### src/rtl/reg_dump_tx.sv
`default_nettype none
// ============================================================================
//  Module   : reg_dump_tx
//  Snapshots rega/regb on request and sends them as four 8N1 UART bytes.
//  Revision : 1.0 - initial release
// ============================================================================
module reg_dump_tx #(
    parameter int CLKS_PER_BIT = 16
) (
    input  logic        clk,
    input  logic        rst_n,
    input  logic        dump_req,
    input  logic [15:0] rega,
    input  logic [15:0] regb,
    output logic        tx,
    output logic        busy,
    output logic        done
);
    localparam int c_cnt_w = (CLKS_PER_BIT > 1) ? $clog2(CLKS_PER_BIT) : 1;
    localparam logic [c_cnt_w-1:0] c_bit_last = c_cnt_w'(CLKS_PER_BIT - 1);
    localparam logic [c_cnt_w-1:0] c_cnt_one  = c_cnt_w'(1);

    localparam logic [1:0] c_st_idle  = 2'd0;
    localparam logic [1:0] c_st_start = 2'd1;
    localparam logic [1:0] c_st_data  = 2'd2;
    localparam logic [1:0] c_st_stop  = 2'd3;

    logic [1:0]         r_state;
    logic [31:0]        r_shadow;
    logic [1:0]         r_byte_idx;
    logic [2:0]         r_bit_cnt;
    logic [c_cnt_w-1:0] r_clk_cnt;
    logic               r_tx;
    logic               r_busy;
    logic               r_done;

    logic [7:0]         w_cur_byte;
    logic [2:0]         w_next_bit;
    logic               w_bit_end;

    always_comb begin
        w_cur_byte = r_shadow[31:24];
        case (r_byte_idx)
            2'd0:    w_cur_byte = r_shadow[31:24];
            2'd1:    w_cur_byte = r_shadow[23:16];
            2'd2:    w_cur_byte = r_shadow[15:8];
            default: w_cur_byte = r_shadow[7:0];
        endcase
    end

    assign w_next_bit = r_bit_cnt + 3'd1;
    assign w_bit_end  = (r_clk_cnt == c_bit_last);

    always_ff @(posedge clk) begin
        if (!rst_n) begin
            r_state    <= c_st_idle;
            r_shadow   <= 32'd0;
            r_byte_idx <= 2'd0;
            r_bit_cnt  <= 3'd0;
            r_clk_cnt  <= '0;
            r_tx       <= 1'b1;
            r_busy     <= 1'b0;
            r_done     <= 1'b0;
        end else begin
            r_done <= 1'b0;
            case (r_state)
                c_st_idle: begin
                    r_tx   <= 1'b1;
                    r_busy <= 1'b0;
                    // Also taken in the done cycle, so a held request chains dumps.
                    if (dump_req) begin
                        r_shadow   <= {rega, regb};
                        r_byte_idx <= 2'd0;
                        r_bit_cnt  <= 3'd0;
                        r_clk_cnt  <= '0;
                        r_state    <= c_st_start;
                        r_busy     <= 1'b1;
                        r_tx       <= 1'b0;
                    end
                end
                c_st_start: begin
                    if (w_bit_end) begin
                        r_clk_cnt <= '0;
                        r_bit_cnt <= 3'd0;
                        r_tx      <= w_cur_byte[0];
                        r_state   <= c_st_data;
                    end else begin
                        r_clk_cnt <= r_clk_cnt + c_cnt_one;
                    end
                end
                c_st_data: begin
                    if (w_bit_end) begin
                        r_clk_cnt <= '0;
                        if (r_bit_cnt == 3'd7) begin
                            r_tx    <= 1'b1;
                            r_state <= c_st_stop;
                        end else begin
                            r_bit_cnt <= w_next_bit;
                            r_tx      <= w_cur_byte[w_next_bit];
                        end
                    end else begin
                        r_clk_cnt <= r_clk_cnt + c_cnt_one;
                    end
                end
                c_st_stop: begin
                    if (w_bit_end) begin
                        r_clk_cnt <= '0;
                        if (r_byte_idx != 2'd3) begin
                            r_byte_idx <= r_byte_idx + 2'd1;
                            r_tx       <= 1'b0;
                            r_state    <= c_st_start;
                        end else begin
                            r_busy  <= 1'b0;
                            r_done  <= 1'b1;
                            r_state <= c_st_idle;
                        end
                    end else begin
                        r_clk_cnt <= r_clk_cnt + c_cnt_one;
                    end
                end
                default: r_state <= c_st_idle;
            endcase
        end
    end

    assign tx   = r_tx;
    assign busy = r_busy;
    assign done = r_done;

endmodule
`default_nettype wire

### config.mk
export PLATFORM = sky130hd
export DESIGN_NAME = reg_dump_tx
export DESIGN_NICKNAME = d
export VERILOG_FILES = /design/src/rtl/reg_dump_tx.sv
export SDC_FILE = /design/constraint.sdc
export NUM_CORES = 1
export LEC_CHECK = 0
export ABC_CLOCK_PERIOD_IN_PS = 2750
export CORE_MARGIN = 2
export CORE_UTILIZATION = 53
export CTS_CLUSTER_DIAMETER = 150
export CTS_CLUSTER_SIZE = 30
export DETAILED_ROUTE_END_ITERATION = 6
export HOLD_SLACK_MARGIN = 0.06
export MAX_ROUTING_LAYER = met4
export PLACE_DENSITY = 0.84
export SYNTH_ARGS = -nofsm -noshare
export SYNTH_HDL_FRONTEND = slang
export SYNTH_SLANG_ARGS = --single-unit
### constraint.sdc
create_clock -name clk -period 2.75 [get_ports clk]
set_input_delay 0.4125 -clock clk [delete_from_list [all_inputs] [get_ports clk]]
set_output_delay 0.4125 -clock clk [all_outputs]
set_load 0.005 [all_outputs]
* Word-level counts from Yosys, hierarchy flattened *
Cells that the tools add are included.

operators by class
  $add $sub $neg = 3
  magnitude comparators = 1
  equality and inequality tests = 16
  mux-type cells = 34
  reductions and logical operators = 12

operators by type and width
  operator                                                              number
  8-bit case mux with 3 select lines                                    1
  2-bit inequality test, second input constant                          9
  2-bit two-way mux                                                     8
  1-bit two-way mux                                                     12
  3-bit two-way mux                                                     4
  5-bit AND reduction                                                   2
  3-bit case mux with 3 select lines                                    1
  4-bit two-way mux                                                     2
  2-bit case mux with 4 select lines                                    1
  4-bit case mux with 2 select lines                                    1
  4-bit AND reduction                                                   2
  2-bit == test, second input constant                                  3
  3-bit AND reduction                                                   2
  4-bit by 1-bit adder with 4-bit output, second input constant         1
  2-bit by 1-bit == test with 1-bit output, second input constant       2
  4-bit == test, second input constant                                  1
  2-bit zero test                                                       2
  3-bit by 4-bit < comparator with 1-bit output, second input constant  1
  1-bit case mux with 4 select lines                                    1
  2-bit case mux with 2 select lines                                    1
  3-bit by 1-bit adder with 3-bit output, second input constant         1
  1-bit binary-select mux with 3-bit select                             1
  3-bit == test, second input constant                                  1
  3-bit nonzero test                                                    1
  5 further kinds                                                       5

storage, ports and cells
  bits in registers = 46
  output and inout port bits = 3

* Longest topological paths before layout *
Gate-level depths: netlist (run 1).

  word-level depth = 7
  mapped depth = 8
  depth with buffers taken out = 7

* Worst setup path after synthesis (run 1) *
Ideal clock, no wire load.

  path kind = reg2reg
  start point = reg r_byte_idx[0]
  end point = reg r_tx, in the netlist tx
  setup time = 0.131 ns
  arrival time = 1.890 ns
  required time = 2.619 ns
  slack = 0.729 ns
  stages on the path, launching flop included = 9
  buffers on the path = 1
  period minus slack after synthesis = 2.021 ns
  cells stage by stage = dfxtp_1 > inv_1 > ha_1 > clkbuf_1 > a222oi_1 > a21oi_1 > mux4_2 > a211oi_2 > a21oi_1

between the ends
  longest elaborated chain between the ends = 7

ends and longest elaborated chain
  what                                         line  source
  start: declaration                           30    logic [1:0] r_byte_idx;
  start signal: assignment                     109   r_byte_idx <= r_byte_idx + 2'd1;
  2-bit == test, or another cell as far along  43    case (r_byte_idx)
  8-bit case mux with 3 select lines           43
  1-bit binary-select mux with 3-bit select    99    r_tx <= w_cur_byte[w_next_bit];
  1-bit two-way mux (not written as such)      99
  1-bit two-way mux                            94    if (r_bit_cnt == 3'd7) begin
  1-bit two-way mux                            92    if (w_bit_end) begin
  1-bit case mux with 4 select lines           66    case (r_state)
  end signal: assignment                       85    r_tx <= w_cur_byte[0];
  end signal: assignment                       99
  end: declaration                             33    logic r_tx;

Parallel ways exist; a longest one is shown, timed or not. The select of a mux whose other input is x is not followed.
A chain may end at the register's enable or synchronous reset.

* Worst setup path in the final report (run 1) *
Same ends and word-level chain as after synthesis.

==> summary.md, run 1 <==
| Metric | Value |
|---|---|
| Die H | `approximately 70 um` |
| CTS Root Cell | `clkbuf_8` |
| Critical Path AT | `2.32 ns` |
| Die area | `slightly below 5000 um2` |
| Final HPWL DP | `between 3000 and 4000 um` |
| Peak supply drop | `0.000458 V` |
| # fillers | `367` |
| DRT Wirelength | `4690 um` |
| Worst R2R Start | `r_byte_idx[0]` |
| Drc violations | `0` |
| Routability cong. | `0.904` |
| Pint | `about 0.0014 W` |
| EDFF count, synth | `0` |
| Routed len/inst | `12.8 um` |
| Core area | `4260 um2` |
| FF-to-FF setup slack | `0.59 ns` |
| Syn Nets | `330` |
| Largest net degree at the start of global routing | `33` |
| Via count | `just over 2,000` |
| Sw Ratio | `a little over a third` |
| Ys async rst share | `0%` |
| Fmax | `463 MHz` |
| Via count of the first global-routing pass | `between 1,500 and 2,000` |
| Reg-to-Reg End | `tx` |
| Crit Path Class | `flop to flop` |
| Share of layout cells above drive strength 1 | `4.47%` |
| Port bufs | `37` |
| Max Root-Sink Buffers | `2` |
| H-tree Lvls | `2` |
| Initial DRC Count | `90` |
| Via-to-Cell Ratio | `5.54` |
| Fin. Hold Viols | `0` |
| Worst Path Max Fanout | `8` |
| Hold Path Class | `flop to flop` |
| First-pass GRT wire length | `about 8400 um` |
| Cts hold-fix bufs | `0` |
| # setup viols final | `0` |
| Slowest library cell on the worst path | `mux4_2` |
| Cell mode on critical path | `a21oi_1` |
| Yosys warns | `0` |
| PostCTS Resize Cnt | `0` |
| Most common cell after layout, fill and taps aside | `nand2_1` |
| Sequential power share | `41.6%` |
| #FFs+latches synth | `46` |
| Comb power frac | `between 30% and 40%` |
| Area added between synthesis and finish | `20.5%` |
| Run status | `finished, final reports clean` |
| CP cell instances | `inv_1 -> ha_1 -> a222oi_1 -> a21oi_1 -> mux4_2 -> a211oi_2 -> a21oi_1` |
| Ys flop type | `dfxtp_1` |
| Max Clock Skew | `roughly 0.0060 ns` |
| Sequential element share of the synthesized area | `about 40%` |
| TritonCTS Buffers | `5` |
| Worst Setup Start Kind | `flop` |
| P per Cell Area | `766 nW/um2` |
| DP Area | `2700 um2` |
| RSZ-0062 raised after global routing | `no` |
| Sink Count | `46` |
| Worst hold path depth | `2` |
| Antenna cells | `0` |
| Setup TNS | `0 ns` |
| Psw | `approximately 0.00078 W` |
| Slew @ Worst Pin | `0.483 ns` |
| Slew Limit Fails | `0` |
| Worst setup EP type | `flop` |
| Clk pwr share | `~19%` |
| Initial antenna violation count | `0` |
| Gr ovfl total | `0` |
| # Post-CTS Setup Buffers | `0` |
| Maxcap violations | `0` |
| Io pins | `38` |
| Netlist cell types | `35` |
| Worst path max stage delay | `0.49 ns` |
| Synthesized instance count | `around 280` |
| Syn_area_per_cell | `8.15 um2` |
| CTS tree | `built` |
| Total power | `between 0.002 and 0.0025 W` |
| Leakage | `1.07 nW` |
| Post-route ant nets | `0` |
| Slew HR | `67.8%` |
| CP bufs+invs | `1` |
| Worst skew pair latency | `0.29 ns` |
| Tmin final | `2.16 ns` |
| Worst Hold Launch | `r_shadow[6]` |
| Crit path max-delay family | `compound AO/OA/AOI/OAI gates` |
| Reg clk slew, reported paths | `roughly 0.080 ns` |
| Die width | `70.1 um` |
| DRT Pass-1 Iters | `7` |
| Hold Path Sink | `r_shadow[6]` |
| Commonest non-fill, non-tap cells in the layout | `77 x nand2_1, 46 x dfxtp_1, 37 x clkdlybuf4s50_1` |
| Gr usage total | `a little over a fifth` |
| Std-Cell Rows | `24` |
| CP required | `2.91 ns` |
| FF-to-FF path depth | `7` |
| Design area | `2790 um2` |
| Netlist Area Pre-Place | `2310 um2` |
| Final net count | `between 300 and 400` |
| Initial Util | `between 50 and 60%` |
| Tcrit/Tclk final | `78.5%` |
## power by group through the flow
stage | Clock (W) | Sequential (W) | Combinational (W)
2_1_floorplan | 0 | 0.000868 | 0.000636
3_3_place_gp | 0 | 0.000900 | 0.000807
3_5_place_dp | 0 | 0.000903 | 0.000831
4_1_cts | 0.000422 | 0.000888 | 0.000835
5_1_grt | 0.000447 | 0.000906 | 0.000958
6_report | 0.000413 | 0.000888 | 0.000835
## through the flow
stage	util, %	hold WS (ns)	worst slack (ns)	cells
after CTS	65.4	0.471	0.610	365
after global routing	65.4	0.490	0.417	365
after detailed placement	63.2	0.459	0.643	357
after floorplan	-	0.438	0.729	284
final	65.4	0.468	0.590	365
after global placement	63.2	0.453	0.700	357
## worst register-to-register path: cells and delay by family, from the launching register on
family / cells / cell delay [ns]
AO/OA/AOI/OAI: 4 / 0.76
multiplexers: 1 / 0.49
flip-flops: 1 / 0.40
adder cells (fa/ha/maj): 1 / 0.30
buffers and inverters: 1 / 0.09
## layer usage
metal | vias up | share of wire [%] | global-route usage (%)
met5 | - | 0 | -
met4 | 0 | 1.2 | 7.26
met3 | 8 | 4.6 | 4.62
met2 | 57 | 48 | 34.6
met1 | 925 | 46 | 26.7
li1 | 1033 | - | -
## sequential cells by signal, indices dropped and copies added (netlist names)
| name | count |
|---|---|
| r_bit_cnt | 3 |
| tx | 1 |
| done | 1 |
| r_byte_idx | 2 |
| r_shadow | 32 |
| r_clk_cnt | 4 |
| r_state | 2 |
| busy | 1 |
## kinds of logic after synthesis
kind of cell / after synthesis / synth area share [%]
AND/OR/NAND/NOR: 120 / 23.0
flip-flops: 46 / 39.8
AO/OA/AOI/OAI: 73 / 23.3
buffers and inverters: 28 / 4.87
multiplexers: 6 / 3.14
adder cells (fa/ha/maj): 11 / 5.95
## cell type report
type,count,area [um2],area share (%)
clock buffers,7,86.3,3.10
clock inverters,1,5.00,0.180
inverters,8,30.0,1.08
multi-input cells,210,1280,45.9
flip-flops and latches,46,921,33.0
well taps,52,65.1,2.33
repair buffers,41,400,14.4
## Yosys cell counts (4+ instances only)
cell | instances | area share (%)
clkbuf_1 | 18 | 2.9
nand2_1 | 77 | 12
ha_1 | 11 | 5.9
inv_1 | 8 | 1.3
nand3_1 | 6 | 1.3
nor2b_1 | 11 | 3.0
a21boi_0 | 36 | 12
and2_1 | 4 | 1.1
nand2b_1 | 5 | 1.4
mux2i_1 | 5 | 2.2
a222oi_1 | 6 | 2.6
a21oi_1 | 9 | 1.9
dfxtp_1 | 46 | 40
nor3_1 | 5 | 1.1
o21ai_0 | 4 | 0.87
nor2_1 | 7 | 1.1
## how the worst max path moves through the flow
stage	slack, ns	from	endpoint	depth (start not counted)
2_1_floorplan	0.73	r_byte_idx[0]	tx	8
3_3_place_gp	0.70	r_byte_idx[1]	tx	7
3_5_place_dp	0.64	r_byte_idx[0]	tx	7
4_1_cts	0.61	r_byte_idx[0]	tx	7
5_1_grt	0.42	r_byte_idx[0]	tx	7
6_report	0.59	r_byte_idx[0]	tx	7
(Power assumes the default switching activity.)
==> run 2, diff against run 1 <==
ABC_CLOCK_PERIOD_IN_PS = 1910   (was 2750)
CORE_UTILIZATION = 48   (was 53)
PLACE_DENSITY = 0.81   (was 0.84)
clock period = 1.91 ns   (was 2.75 ns; I/O delays follow)
==> summary.md, run 2 (synthesis gave the netlist of run 1 again) <==
| Metric | Value |
|---|---|
| P per Cell Area | `1100 nW/um2` |
| Post-route ant nets | `0` |
| CTS tree | `built` |
| Reg clk slew, reported paths | `0.08 ns` |
| Drc violations | `0` |
| Std-Cell Rows | `25` |
| Via-to-Cell Ratio | `5.38` |
| Final HPWL DP | `3670 um` |
| Cell mode on critical path | `a21oi_1` |
| Worst setup EP type | `flop` |
| Maxcap violations | `0` |
| Routability cong. | `just under 0.9` |
| Initial Util | `about 49%` |
| Number of flip-flops in the largest register | `32` |
| Gr ovfl total | `0` |
| Fin. Hold Viols | `0` |
| Via count of the first global-routing pass | `1,953` |
| CP bufs+invs | `1` |
| Peak supply drop | `0.000529 V` |
| Largest net degree at the start of global routing | `47` |
| Die H | `roughly 73 um` |
| DP Area | `2790 um2` |
| Gr usage total | `20.7%` |
| Crit Path Class | `flop to flop` |
| Cts hold-fix bufs | `0` |
| CTS Root Cell | `clkbuf_8` |
| Tmin final | `1.94 ns` |
| Top reg by flops | `r_shadow` |
| Critical path depth | `7` |
| Slew Limit Fails | `0` |
| # Post-CTS Setup Buffers | `0` |
| Die width | `73.4 um` |
| Worst Path Max Fanout | `9` |
| Most common cell after layout, fill and taps aside | `nand2_1` |
| Run status | `complete, but fails checks` |
| Commonest non-fill, non-tap cells in the layout | `77 x nand2_1, 44 x dfxtp_1, 37 x clkdlybuf4s50_1` |
| Failing checks | `setup timing` |
| Fmax | `516 MHz` |
| Design area | `2930 um2` |
| Max Clock Skew | `0.00469 ns` |
| RSZ-0062 raised after global routing | `yes` |
| Sw Ratio | `36.7%` |
| Psw | `between 0.001 and 0.0015 W` |
| Worst Setup Start Kind | `flop` |
| # setup viols final | `1` |
| Max Root-Sink Buffers | `2` |
| Pint | `roughly 0.002 W` |
| Comb power frac | `about two fifths` |
| Worst path max stage delay | `0.49 ns` |
| Leakage | `1.13 nW` |
| Sequential power share | `39.6%` |
| Sink Count | `46` |
| Initial DRC Count | `163` |
| Critical Path AT | `2.11 ns` |
| CP required | `roughly 2.1 ns` |
| Slowest library cell on the worst path | `mux4_2` |
| FF-to-FF path depth | `7` |
| Die area | `about 5400 um2` |
| Setup slack after layout | `-0.0265 ns` |
| Slew HR | `around 80%` |
| Initial antenna violation count | `0` |
| Crit path max-delay family | `multiplexers` |
| CP cell instances | `buf_4 -> ha_1 -> nor2b_1 -> a21oi_1 -> mux4_2 -> a211oi_2 -> a21oi_1` |
| Worst skew pair latency | `0.29 ns` |
| Hold Path Class | `flop to flop` |
| Tcrit/Tclk final | `101%` |
| Share of layout cells above drive strength 1 | `approximately 11%` |
| DRT Pass-1 Iters | `4` |
| Regs by FF count | `r_shadow x32, r_clk_cnt x4, r_bit_cnt x3` |
| Area added between synthesis and finish | `26.6%` |
| Io pins | `38` |
| Slew @ Worst Pin | `between 0.3 and 0.4 ns` |
| Dpl ws | `-0.0581 ns` |
| First-pass GRT wire length | `8540 um` |
| Port bufs | `37` |
| Via count | `2,022` |
| TritonCTS Buffers | `5` |
| H-tree Lvls | `2` |
| Core area | `4690 um2` |
| Final net count | `367` |
| Routed len/inst | `13.3 um` |
| Antenna cells | `0` |
| Clk pwr share | `18.6%` |
| DRT Wirelength | `between 5000 and 6000 um` |
| Worst hold path depth | `2` |
## run 2: changes by cell type in the layout (fill, tap and decap cells not counted), moves of 2 or more
cell	previous run	this run
buf_12	0	2
dfxtp_2	0	2
inv_2	0	2
buf_4	4	11
inv_1	8	6
ha_1	11	8
dfxtp_1	46	44
ha_2	0	2
## run 2: stage by stage
stage	std cells	setup TNS, ns	utilization, %	hold slack (ns)	total power, W
floorplan	284	0	-	0.431	0.00217
global placement	368	-0.00557	59.5	0.455	0.00254
detailed placement	368	-0.0581	59.5	0.466	0.00259
CTS	376	0	61.9	0.477	0.00318
global route	376	-0.165	62.4	0.492	0.00349
finish	376	-0.0265	62.4	0.474	0.00324
## run 2: area by class of cell
cell class              instances  area, um2
inverters                       8       30.0
clock buffers                   7       86.3
multi-input cells             210       1320
repair buffers                 50        493
clock inverters                 1       5.00
flip-flops and latches         46        923
well taps                      54       67.6
fillers                       391       1760
## run 2: power groups by stage
stage	registers, W	clock network (W)	logic, W
3_3_place_gp	0.00130	0	0.00125
2_1_floorplan	0.00125	0	0.000916
6_report	0.00128	0.000601	0.00135
5_1_grt	0.00130	0.000653	0.00153
3_5_place_dp	0.00130	0	0.00129
4_1_cts	0.00128	0.000609	0.00129
## run 2: path summary, 6_finish.rpt
path	endpoint	startpoint	slack (ns)
min reg2reg	r_shadow[3]	r_shadow[3]	0.47
max	tx	r_byte_idx[0]	-0.03
max reg2reg	tx	r_byte_idx[0]	-0.03
min	r_shadow[3]	r_shadow[3]	0.47
## run 2: layer usage
metal  track usage (%)  up-vias  routed length (um)
met3              4.66        5                 264
met2              33.1       61                2280
met5                 -        -                   0
met4              5.86        0                  39
li1                  -     1050                   -
met1              26.4      906                2420
## run 2: worst min-delay path, cell delays in order (launching register included)
cell and delay, ns:
dfxtp_1 0.32, nand2_1 0.05, a21boi_0 0.06
## run 2: repair_timing
action                                  in CTS  in global routing
pin swaps                                    2                  0
gates resized for setup                      5                  6
cloned                                       0                  0
endpoints found under the setup margin       1                  7
==> run 3, diff against run 2 <==
CORE_UTILIZATION = 45   (was 48)
CTS_CLUSTER_SIZE = 40   (was 30)
PLACE_DENSITY = 0.77   (was 0.81)
REMOVE_ABC_BUFFERS = 1   (was unset)
==> summary.md, run 3 (synthesis gave the netlist of run 1 again) <==
| Metric | Value |
|---|---|
| Port bufs | `37` |
| TritonCTS Buffers | `5` |
| Via count | `2,038` |
| Via count of the first global-routing pass | `1,860` |
| DRT Pass-1 Iters | `5` |
| Worst skew pair latency | `0.30 ns` |
| Fmax | `just over 500 MHz` |
| Gr busiest metal | `met2` |
| CP bufs+invs | `2` |
| Gr ovfl total | `0` |
| CTS tree | `built` |
| Io pins | `38` |
| Gr usage total | `19.5%` |
| Tcrit/Tclk final | `103%` |
| Via-to-Cell Ratio | `5.13` |
| Die area | `5730 um2` |
| Core area | `5040 um2` |
| CP cell instances | `inv_2 -> ha_4 -> buf_4 -> a222oi_1 -> o21ai_1 -> a221o_1 -> a211oi_2 -> a21oi_1` |
| WHS | `0.466 ns` |
| Design area | `3000 um2` |
| Number of flip-flops in the largest register | `32` |
| Crit path max-delay family | `compound AO/OA/AOI/OAI gates` |
| Share of layout cells above drive strength 1 | `12.8%` |
| GR Util met1 | `25.3%` |
| Largest net degree at the start of global routing | `47` |
| Worst setup EP type | `flop` |
| CP required | `2.10 ns` |
| Fin. Hold Viols | `0` |
| Routed len/inst | `12.7 um` |
| RSZ-0062 raised after global routing | `yes` |
| Die H | `75.7 um` |
| Max Clock Skew | `0.00437 ns` |
| Reg clk slew, reported paths | `0.08 ns` |
| Top reg by flops | `r_shadow` |
| # setup viols final | `1` |
| Worst Path Max Fanout | `5` |
| Slew HR | `between 60% and 70%` |
| Slew @ Worst Pin | `just under 0.5 ns` |
| DRT Wirelength | `5050 um` |
| Hold Path Class | `flop to flop` |
| Final HPWL DP | `3670 um` |
| Setup TNS | `-0.0492 ns` |
| P per Cell Area | `1080 nW/um2` |
| Std-Cell Rows | `26` |
| Run status | `complete, but fails checks` |
| Final net count | `372` |
| Leakage | `1.15 nW` |
| Dpl ws | `-0.137 ns` |
| Initial antenna violation count | `0` |
| Slowest library cell on the worst path | `a222oi_1` |
| Crit Path Class | `flop to flop` |
| Setup slack after layout | `-0.0492 ns` |
| DP Area | `2830 um2` |
| Failing checks | `setup timing` |
| Initial Util | `45.9%` |
| CTS Root Cell | `clkbuf_8` |
| Drc violations | `0` |
| H-tree Lvls | `2` |
| Regs by FF count | `r_shadow x32, r_clk_cnt x4, r_bit_cnt x3` |
| Worst Setup Start Kind | `flop` |
| Peak supply drop | `0.000704 V` |
| Critical Path AT | `2.15 ns` |
| Most common cell after layout, fill and taps aside | `nand2_1` |
| GR Layer Usage met2 | `30.8%` |
| Total power | `0.00325 W` |
| Post-route ant nets | `0` |
| First-pass GRT wire length | `8400 um` |
| GRT met3 Usage | `between 3 and 4%` |
| Area added between synthesis and finish | `29.9%` |
| Routability cong. | `approximately 0.86` |
| Sink Count | `46` |
| Slew Limit Fails | `0` |
| Worst path max stage delay | `0.40 ns` |
| Commonest non-fill, non-tap cells in the layout | `77 x nand2_1, 44 x dfxtp_1, 37 x clkdlybuf4s50_1` |
| Maxcap violations | `0` |
| Initial DRC Count | `156` |
| Antenna cells | `0` |
| Max Root-Sink Buffers | `2` |
| Tmin final | `between 1.5 and 2 ns` |
| Die width | `75.7 um` |
==> run 3: timing repair <==
action / in CTS / in global routing
pin swaps: 5 / 8
endpoints found under the hold margin: 0 / 0
gates resized for setup: 7 / 14
hold buffers: 0 / 0
setup buffers: 0 / 1
endpoints found under the setup margin: 2 / 4
==> run 3: per-layer routing <==
metal	wire length [um]	up-vias
met2	2470	34
li1	-	1060
met4	53	0
met5	0	-
met3	124	4
met1	2400	940
==> run 3: metrics by stage <==
step / cells / utilization, %
floorplan: 264 / -
global placement: 388 / 56.1
detailed placement: 388 / 56.1
CTS: 396 / 58.3
global route: 397 / 59.6
finish: 397 / 59.6
==> run 3: area by class of cell <==
| class | instances | area, um2 |
|---|---|---|
| multi-input combinational | 210 | 1340 |
| clock buffer | 6 | 82.6 |
| sequential | 46 | 926 |
| tap | 70 | 87.6 |
| fill | 445 | 2040 |
| timing repair buffer | 55 | 522 |
| clock inverter | 2 | 12.5 |
| inverter | 8 | 32.5 |
==> run 3: final timing paths <==
kind	slack, ns	depth (start not counted)	from	to
worst min register to register	0.47	2	r_shadow[3]	r_shadow[3]
worst max register to register	-0.05	8	r_byte_idx[1]	tx
worst min-delay path	0.47	2	r_shadow[3]	r_shadow[3]
worst max-delay path	-0.05	8	r_byte_idx[1]	tx
==> run 3: power by group <==
part / internal [W] / total [W] / leakage (nW) / switching [W]
clock network: 0.000291 / 0.000612 / 0.0472 / 0.000321
registers: 0.00114 / 0.00127 / 0.378 / 0.000132
logic: 0.000636 / 0.00136 / 0.722 / 0.000729
total: 0.00206 / 0.00325 / 1.15 / 0.00118
==> run 3: worst register-to-register path, cell delays in order (launching register included) <==
cell and delay [ns]:
dfxtp_2 0.36, inv_2 0.07, ha_4 0.18, buf_4 0.15, a222oi_1 0.40, o21ai_1 0.14, a221o_1 0.32, a211oi_2 0.16
a21oi_1 0.08
